--- src/rtl/stride_decimator_2d.sv ---
// Streaming 2-D spatial stride for a raster-order, channel-interleaved pixel stream.
// Keeps pixels on stride-aligned rows/columns and flags the end of each output row and frame.
module stride_decimator_2d #(
    parameter int IMG_WIDTH  = 299,
    parameter int IMG_HEIGHT = 299,
    parameter int STRIDE_W   = 2,
    parameter int STRIDE_H   = 2,
    parameter int CHANNELS   = 1,
    parameter int DATA_WIDTH = 32
) (
    input  logic                  clk,
    input  logic                  rst,
    input  logic [DATA_WIDTH-1:0] Data_In,
    input  logic                  Valid_In,
    output logic [DATA_WIDTH-1:0] Data_Out,
    output logic                  Valid_Out,
    output logic                  Row_Last,
    output logic                  Frame_Done
);

    localparam int CH_W  = (CHANNELS   > 1) ? $clog2(CHANNELS)   : 1;
    localparam int COL_W = (IMG_WIDTH  > 1) ? $clog2(IMG_WIDTH)  : 1;
    localparam int ROW_W = (IMG_HEIGHT > 1) ? $clog2(IMG_HEIGHT) : 1;
    localparam int CPH_W = (STRIDE_W   > 1) ? $clog2(STRIDE_W)   : 1;
    localparam int RPH_W = (STRIDE_H   > 1) ? $clog2(STRIDE_H)   : 1;

    localparam int OUT_W = (IMG_WIDTH  + STRIDE_W - 1) / STRIDE_W;
    localparam int OUT_H = (IMG_HEIGHT + STRIDE_H - 1) / STRIDE_H;

    localparam logic [CH_W-1:0]  CH_END       = CH_W'(CHANNELS - 1);
    localparam logic [COL_W-1:0] COL_END      = COL_W'(IMG_WIDTH - 1);
    localparam logic [ROW_W-1:0] ROW_END      = ROW_W'(IMG_HEIGHT - 1);
    localparam logic [CPH_W-1:0] CPH_END      = CPH_W'(STRIDE_W - 1);
    localparam logic [RPH_W-1:0] RPH_END      = RPH_W'(STRIDE_H - 1);
    // Last column/row that survives decimation; the remainder of a partial stride group is dropped.
    localparam logic [COL_W-1:0] COL_KEEP_END = COL_W'((OUT_W - 1) * STRIDE_W);
    localparam logic [ROW_W-1:0] ROW_KEEP_END = ROW_W'((OUT_H - 1) * STRIDE_H);

    logic [CH_W-1:0]  ch_cnt;
    logic [COL_W-1:0] col_cnt;
    logic [ROW_W-1:0] row_cnt;
    logic [CPH_W-1:0] col_ph;
    logic [RPH_W-1:0] row_ph;

    logic ch_wrap;
    logic col_wrap;
    logic row_wrap;
    logic keep;
    logic take;
    logic row_end_hit;

    logic [DATA_WIDTH-1:0] data_p1;
    logic                  vld_p1;
    logic                  row_last_p1;
    logic                  frame_done_p1;

    assign ch_wrap     = (ch_cnt == CH_END);
    assign col_wrap    = (col_cnt == COL_END);
    assign row_wrap    = (row_cnt == ROW_END);
    assign keep        = (col_ph == '0) && (row_ph == '0);
    assign take        = Valid_In && keep;
    assign row_end_hit = take && ch_wrap && (col_cnt == COL_KEEP_END);

    // Stage p0: position counters, advanced only by accepted words
    always_ff @(posedge clk or negedge rst) begin
        if (!rst) begin
            ch_cnt  <= '0;
            col_cnt <= '0;
            row_cnt <= '0;
            col_ph  <= '0;
            row_ph  <= '0;
        end else if (Valid_In) begin
            if (!ch_wrap) begin
                ch_cnt <= ch_cnt + CH_W'(1);
            end else begin
                ch_cnt <= '0;
                if (!col_wrap) begin
                    col_cnt <= col_cnt + COL_W'(1);
                    col_ph  <= (col_ph == CPH_END) ? '0 : col_ph + CPH_W'(1);
                end else begin
                    col_cnt <= '0;
                    col_ph  <= '0;
                    if (!row_wrap) begin
                        row_cnt <= row_cnt + ROW_W'(1);
                        row_ph  <= (row_ph == RPH_END) ? '0 : row_ph + RPH_W'(1);
                    end else begin
                        row_cnt <= '0;
                        row_ph  <= '0;
                    end
                end
            end
        end
    end

    // Stage p1: registered output word and its framing flags
    always_ff @(posedge clk or negedge rst) begin
        if (!rst) begin
            data_p1       <= '0;
            vld_p1        <= 1'b0;
            row_last_p1   <= 1'b0;
            frame_done_p1 <= 1'b0;
        end else begin
            vld_p1        <= take;
            row_last_p1   <= row_end_hit;
            frame_done_p1 <= row_end_hit && (row_cnt == ROW_KEEP_END);
            if (take) begin
                data_p1 <= Data_In;
            end
        end
    end

    assign Data_Out   = data_p1;
    assign Valid_Out  = vld_p1;
    assign Row_Last   = row_last_p1;
    assign Frame_Done = frame_done_p1;

endmodule

--- config.mk ---
export PLATFORM = sky130hd
export DESIGN_NAME = stride_decimator_2d
export DESIGN_NICKNAME = d
export VERILOG_FILES = /design/src/rtl/stride_decimator_2d.sv
export SDC_FILE = /design/constraint.sdc
export NUM_CORES = 1
export LEC_CHECK = 0
export CORE_ASPECT_RATIO = 0.9
export CORE_MARGIN = 5
export CORE_UTILIZATION = 32
export CTS_CLUSTER_SIZE = 40
export DETAILED_ROUTE_END_ITERATION = 12
export PLACE_DENSITY_LB_ADDON = 0.25
export SLEW_MARGIN = 10
export SYNTH_ARGS = -nofsm -noshare
export SYNTH_HDL_FRONTEND = slang
export SYNTH_SLANG_ARGS = --single-unit
--- constraint.sdc ---
create_clock -name clk -period 1.8 [get_ports clk]
set_input_delay 0.54 -clock clk [delete_from_list [all_inputs] [get_ports clk]]
set_output_delay 0.54 -clock clk [all_outputs]
set_load 0.03 [all_outputs]
* Yosys cells after proc, flatten, opt, wreduce, memory -nomap -nowiden
Cells that the tools add are included.
Operators by class: add/subtract/negate cells 5, $mul 0, divide/modulo/power cells 0, order comparisons 0, equality and inequality tests 2, shifts and indexed selects 0, muxes and demuxes 7, bitwise gates (word level) 3, reductions and logical operators 7
Operator list (count):
- 9-bit by 1-bit adder with 9-bit output (second input constant) | 2
- 9-bit == test (second input constant) | 2
- 9-bit two-way mux | 2
- 1-bit logical AND | 5
- 1-bit two-way mux | 5
- 1-bit adder (second input constant) | 3
- 1-bit NOT | 3
- 3-bit AND reduction | 1
- 2-bit AND reduction | 1
Storage, ports and cells: flip-flop bits (word level) 56, bits in latches 0, memory bits (writable) 0, ROM bits 0, bits of input ports 35, output and inout port bits 35, word-level logic and storage cells 33, memories kept 0

* Logic depth before layout (Yosys ltp)
Gate-level depths: netlist of the first run.
depth after elaboration 6, gate-level depth with buffers 7, mapped depth without buffers 6

* Least setup slack after synthesis of the first run
OpenSTA, ideal clock, no wires.
path kind reg-to-reg, start reg col_cnt[6], end reg row_cnt[4], setup time 66 ps, data arrival time 1949 ps, data required time 1734 ps, setup slack -215 ps, stages on the path, launching flop included 6, path buffers 1, clock period less this slack 2015 ps, cells stage by stage dfrtp_1 > or4b_4 > or3_1 > clkbuf_2 > or4_1 > nand2_1
Between the ends: cells in the longest elaborated chain, start to end 2
RTL lines:
- start: declaration | line 40 | logic [COL_W-1:0] col_cnt;
- start signal: assignment | line 78 | col_cnt <= col_cnt + COL_W'(1);
- 9-bit == test | line 58 | assign col_wrap = (col_cnt == COL_END);
- 3-bit AND reduction (no source line)
- end signal: assignment | line 84 | row_cnt <= row_cnt + ROW_W'(1);
- end: declaration | line 41 | logic [ROW_W-1:0] row_cnt;
Every way passes these cells. A chain may end at the register's enable or synchronous reset.

* Worst setup path in the final report of the first run
Same ends and word-level chain as after synthesis.

==> flow_summary.toml, run 1 <==
[status]
status = "complete, but fails checks"
violations = "setup timing"

[critical_path]
max_stage_delay_ns = 0.58
rr_startpoint = "col_cnt[6]"
critical_path_class = "flip-flop to flip-flop"
start_kind = "flip-flop"
worst_ep_required_time_ns = 2.06
crit_slowest_cell = "or4b_4"
critPathCaptureType = "flip-flop"
crit_path_max_fanout = 4
path_cells = "or4b_4 -> or3_4 -> or4_1 -> nand2_1"
cp_data_arrival_time_ns = 2.09
startpoint = "col_cnt[6]"

[power_and_ir_drop]
p_int_mw = 2.213
clock_power_share_pct = 20.4
powerDensity_nw_per_um2 = 1011
cellLeakagePower_nw = 1.486
p_comb_share_pct = 31.8
pwr-share-seq_pct = 47.8
p_switching_mw = 1.139
peakVddDrop_mv = 0.4478
total_power_mw = 3.352
power.share.switching_pct = 33.98

[route]
drtIter0Drc = 55
routed_via_density = 4.584
ant_nets = 0
drt-total-wl_um = 4886
wl_per_cell_um = 13.65
drt-pass1-iter-count = 4
drc = 0
vias = 1641

[clock_network]
worstSkewPairLatency_ns = 0.31
cts-htree-levels = 2
cts_tree = "built"
clk_pin_slew_ns = 0.10
cts.path.max_buffers = 2
clockRootBuffer = "clkbuf_8"
numClockSinks = 55
cts_buffers = 5

[final_layout]
n_fill_cell = 645
area_delta_synth_final_pct = 44.60
register_area_sq_um = 1376
drive_gt1_share_pct = 27.17
multi_input_area_sq_um = 912.1
antenna_cells = 0
fin_util_pct = 47.33
fin_cells = 358
nNetsFinal = 303

[place]
pre_cts_slack_ns = -0.2862
hpwl_um = 3558
port_buffers = 69
dp.cells = 349
globalplace.congestion = 0.7554

[sta]
clock_skew_ns = 0.006953
finalSetupTns_ns = -0.03649
worst_pin_slew_ns = 0.3477
timing.final.crit_share_pct = 102.0
max_freq_mhz = 544.5
max-slew-margin-rel_pct = 76.61
period_needed_ns = 1.836
worst_slack_ns = -0.03649
rsz0062_at_grt = "true"
finalSetupViolCount = 1
slew_violations = 0
hold_violations = 0

[logic_synthesis]
synth_top_family_by_area = "multiplexers"
ys_seq_elements = 55
yosysTopAreaCellShare_pct = 60.04
synth.area.top_cells = "dfrtp_1, mux2_2, ha_1, nand2_1, o21ai_0"
async_flop_share_pct = 100.0
synth_mux_area_share_pct = 17.58
synthAdderAreaFrac_pct = 2.183
synth-edff-count = 0
synth.avg_cell_area_sq_um = 13.10
ys.flop_type = "dfrtp_1"
synth_simple_gate_area_share_pct = 12.06
synthCells = 175
synth_area_leader_cell = "dfrtp_1"
seq_area_frac_synth_pct = 60.04
synthXorXnorAreaFrac_pct = 1.910
synth_compound_area_share_pct = 4.694
syn_area_sq_um = 2292
synth_nets = 214
yosysWarnings = 0
synth.distinct_cells = 33

[floorplan]
die_area_sq_um = 8958
core_sq_um = 7003
die_h_um = 90.29
io_pins = 70
initial_core_util_pct = 32.73
rows = 29
die_width_um = 99.22

[run]
drv_cap = 0

[global_route]
antenna_found_initial = 0
grt_pass1_vias = 1742
track_usage_pct = 11.59
grt_max_degree = 47
overflow = 0
grt_pass1_wl_um = 8556

[hold_path]
min_path_type = "input port to asynchronous set/reset pin"
-- per-layer routing --
layer | track usage [%] | share of wire (%) | up-vias
li1 | - | - | 802
met1 | 15.86 | 48 | 779
met2 | 17.51 | 43 | 52
met3 | 3.784 | 7.1 | 8
met4 | 3.413 | 1.7 | 0
met5 | 0 | 0 | -
-- placed cells by master, fill, tap and decap left out, types with 2 or more instances in the layout --
cell and instances:
clkbuf_8 5, a21o_1 4, xnor2_1 4, nand4b_1 2
inv_2 2, mux2i_1 2, buf_4 15, mux2_2 34
nor2_1 5, dlygate4sd2_1 35, dfrtp_1 55, buf_12 2
nand3_1 6, clkdlybuf4s50_1 33, and2_1 2, inv_1 2
and4_1 3, nand2_1 12, o21ai_0 4, nor3_1 5
o21ai_1 4, nor3_2 2, ha_1 4
-- metrics by stage --
stage / area, sq um / hold WS, ns
3_5_place_dp: 3233 / 0.4273
2_1_floorplan: 2307 / 0.2444
5_1_grt: 3314 / 0.08521
3_3_place_gp: 3233 / 0.4228
6_report: 3314 / 0.07853
4_1_cts: 3283 / 0.07685
-- cell type report --
type                            count  share of cell area (%)
Clock buffer                        6                   2.190
Inverter                            4                  0.4530
Timing Repair Buffer               87                   24.31
Multi-Input combinational cell    111                   27.52
Tap cell                           93                   3.511
Sequential cell                    55                   41.53
Clock inverter                      2                  0.4908
-- power by group through the flow --
| stage | Clock, mW | Combinational (mW) | Sequential [mW] |
|---|---|---|---|
| 5_1_grt | 0.768 | 1.14 | 1.64 |
| 6_report | 0.684 | 1.07 | 1.60 |
| 3_3_place_gp | 0 | 1.18 | 1.63 |
| 3_5_place_dp | 0 | 1.19 | 1.64 |
| 2_1_floorplan | 0 | 0.283 | 1.97 |
| 4_1_cts | 0.722 | 1.07 | 1.61 |
-- Yosys cell counts, types with 2 or more instances --
cell type / number
o31ai_1: 2
and2_1: 2
nand3_1: 6
nor3_1: 7
o21ai_0: 8
nor2_1: 5
or3_1: 2
mux2_2: 34
clkbuf_1: 4
xnor2_1: 4
ha_1: 4
inv_1: 4
a21o_1: 4
nand4b_1: 2
and4_1: 3
dfrtp_1: 55
mux2i_1: 2
nand2_1: 12
-- logic make-up after synthesis --
| kind of cell | Yosys count |
|---|---|
| AOI/OAI and AO/OA | 17 |
| muxes | 36 |
| adders and majority gates | 4 |
| buffers and inverters | 9 |
| DFF | 55 |
| and+or+nand+nor | 49 |
| xor gates and xnor gates | 5 |
-- flip-flops by register name, indices dropped and copies added (netlist names) --
name	flops
Valid_Out	1
col_cnt	9
row_ph	1
row_cnt	9
Frame_Done	1
col_ph	1
Row_Last	1
Data_Out	32
-- path summary, 6_finish.rpt --
path,end,slack [ns],cells past startpoint
setup / recovery,row_cnt[4],-0.04,4
setup reg to reg,row_cnt[4],-0.04,4
hold / removal,Data_Out[28],0.08,1
min in group clk,Data_Out[2],0.51,1
max in group asynchronous,col_cnt[5],1.20,2
hold reg to reg,Data_Out[2],0.51,1
-- worst max-delay path, delay by kind of cell (launching register included) --
family | cells | cell delay [ns]
simple gates | 4 | 1.40
flops | 1 | 0.39
-- timing repair --
action	CTS	global route
gates cloned	0	0
setup buffers	0	1
hold endpoints to repair	0	0
hold buffers	0	0
endpoints found under the setup margin	39	12
pin swaps	1	1
resized for setup	36	11
No activity file was read; power rests on OpenSTA's default activity.
==> run 2, diff against run 1 <==
Settings changed: CTS_CLUSTER_SIZE 40 to 28, SKIP_CTS_REPAIR_TIMING set to 1.
==> run 2 against run 1 <==
Effect of this change: the flow still finishes with violations (setup timing); count of clock-buffer cells in the layout unchanged; utilization up 2.3 points; sequential share of layout area down 2.0 points; total power rose by 2.9%; first-iteration DRC count is 3.6% lower; combinational power grew 8%; fmax down 0.75%; highest routed layer unchanged.
==> flow_summary.toml, run 2 (synthesized netlist as in run 1, its figures left out) <==
[status]
status = "complete, but fails checks"
violations = "setup timing"

[final_layout]
largest_register_ffs = 32
nNetsFinal = 305
fin_cells = 360
final_cell_mix = "dfrtp_1, dlymetal6s2s_1, mux2_2"
antenna_cells = 0
drive_gt1_share_pct = 28.09
layout_commonest_cell = "dfrtp_1"
n_fill_cell = 615
area_delta_synth_final_pct = 51.75
finalInstanceArea_sq_um = 3478

[global_route]
antenna_found_initial = 0
grt_max_degree = 47
grt_pass1_wl_um = 8556
overflow = 0
track_usage_pct = 11.61
grt_pass1_vias = 1740

[sta]
period_needed_ns = 1.850
max-slew-margin-rel_pct = 76.79
rsz0062_at_grt = "true"
clock_skew_ns = 0.007737
slew_violations = 0
timing.final.crit_share_pct = 102.8
finalSetupViolCount = 1
worst_slack_ns = -0.05032
worst_pin_slew_ns = 0.3476
hold_violations = 0
max_freq_mhz = 540.4
finalSetupTns_ns = -0.05032

[critical_path]
startpoint = "col_cnt[2]"
crit_path_max_fanout = 4
max_stage_delay_ns = 0.58
worst_ep_required_time_ns = 2.06
path_cells = "or4b_4 -> or3_4 -> or4_1 -> nand2_1"
rr_startpoint = "col_cnt[2]"
start_kind = "flip-flop"
crit_slowest_cell = "or4b_4"
critical_path_class = "flip-flop to flip-flop"
critPathCaptureType = "flip-flop"
cp_data_arrival_time_ns = 2.11

[clock_network]
cts_buffers = 5
clockRootBuffer = "clkbuf_8"
worstSkewPairLatency_ns = 0.31
clk_pin_slew_ns = 0.10
cts.path.max_buffers = 2
cts-htree-levels = 2
cts_tree = "built"
numClockSinks = 55

[place]
pre_cts_slack_ns = -0.2862
port_buffers = 69
postPlaceCellArea_sq_um = 3233
dp.cells = 349
globalplace.congestion = 0.7554
hpwl_um = 3558

[floorplan]
initial_core_util_pct = 32.73
die_width_um = 99.22
die_h_um = 90.29
die_area_sq_um = 8958
io_pins = 70
core_sq_um = 7003
rows = 29

[run]
drv_cap = 0

[route]
wl_per_cell_um = 13.98
routed_via_density = 4.619
vias = 1663
ant_nets = 0
drt-pass1-iter-count = 4
drt-total-wl_um = 5032
drc = 0
drtIter0Drc = 53

[power_and_ir_drop]
cellLeakagePower_nw = 1.801
powerDensity_nw_per_um2 = 991.9
peakVddDrop_mv = 0.5048

[hold_path]
min_path_type = "input port to asynchronous set/reset pin"
run 2: path summary, 6_finish.rpt:
| check | endpoint | slack [ns] | cells after the start |
|---|---|---|---|
| max in group asynchronous | Data_Out[2] | 1.20 | 2 |
| worst max register to register | row_cnt[4] | -0.05 | 4 |
| worst max-delay path | row_cnt[4] | -0.05 | 4 |
| worst min-delay path | Data_Out[28] | 0.08 | 1 |
| worst min register to register | Data_Out[2] | 0.51 | 1 |
| min in group clk | Data_Out[2] | 0.51 | 1 |
run 2: worst max-delay path: cells and delay by family (launching register included):
family / cells / cell delay (ns)
and+or+nand+nor: 4 / 1.41
DFF: 1 / 0.39
run 2: layer usage:
| metal | track usage (%) | wire length (um) | up-vias |
|---|---|---|---|
| li1 | - | - | 811 |
| met2 | 17.56 | 2186 | 54 |
| met3 | 3.938 | 352 | 7 |
| met1 | 15.76 | 2430 | 791 |
| met4 | 3.413 | 63 | 0 |
| met5 | 0 | 0 | - |
run 2: power by group:
part / switching [mW] / internal, mW
clock: 0.405 / 0.280
combinational: 0.603 / 0.557
sequential: 0.138 / 1.47
total: 1.15 / 2.30
run 2: final cells by class:
class	count	area (sq um)	share of cell area, %
flip-flops and latches	55	1376	39.57
repair buffers	89	957.2	27.52
multi-input cells	111	924.6	26.58
well taps	93	116.4	3.345
clock buffers	6	72.57	2.086
clock inverters	2	16.27	0.4676
inverters	4	15.01	0.4317
run 2: stage by stage:
stage                     hold slack, ns  total power, mW  utilization, %
after floorplan                   0.2444            2.256               -
after global placement            0.4228            2.812           46.17
after detailed placement          0.4273            2.830           46.17
after CTS                        0.07685            3.532           47.44
after global routing             0.08578            3.644           49.67
final                            0.07790            3.450           49.67
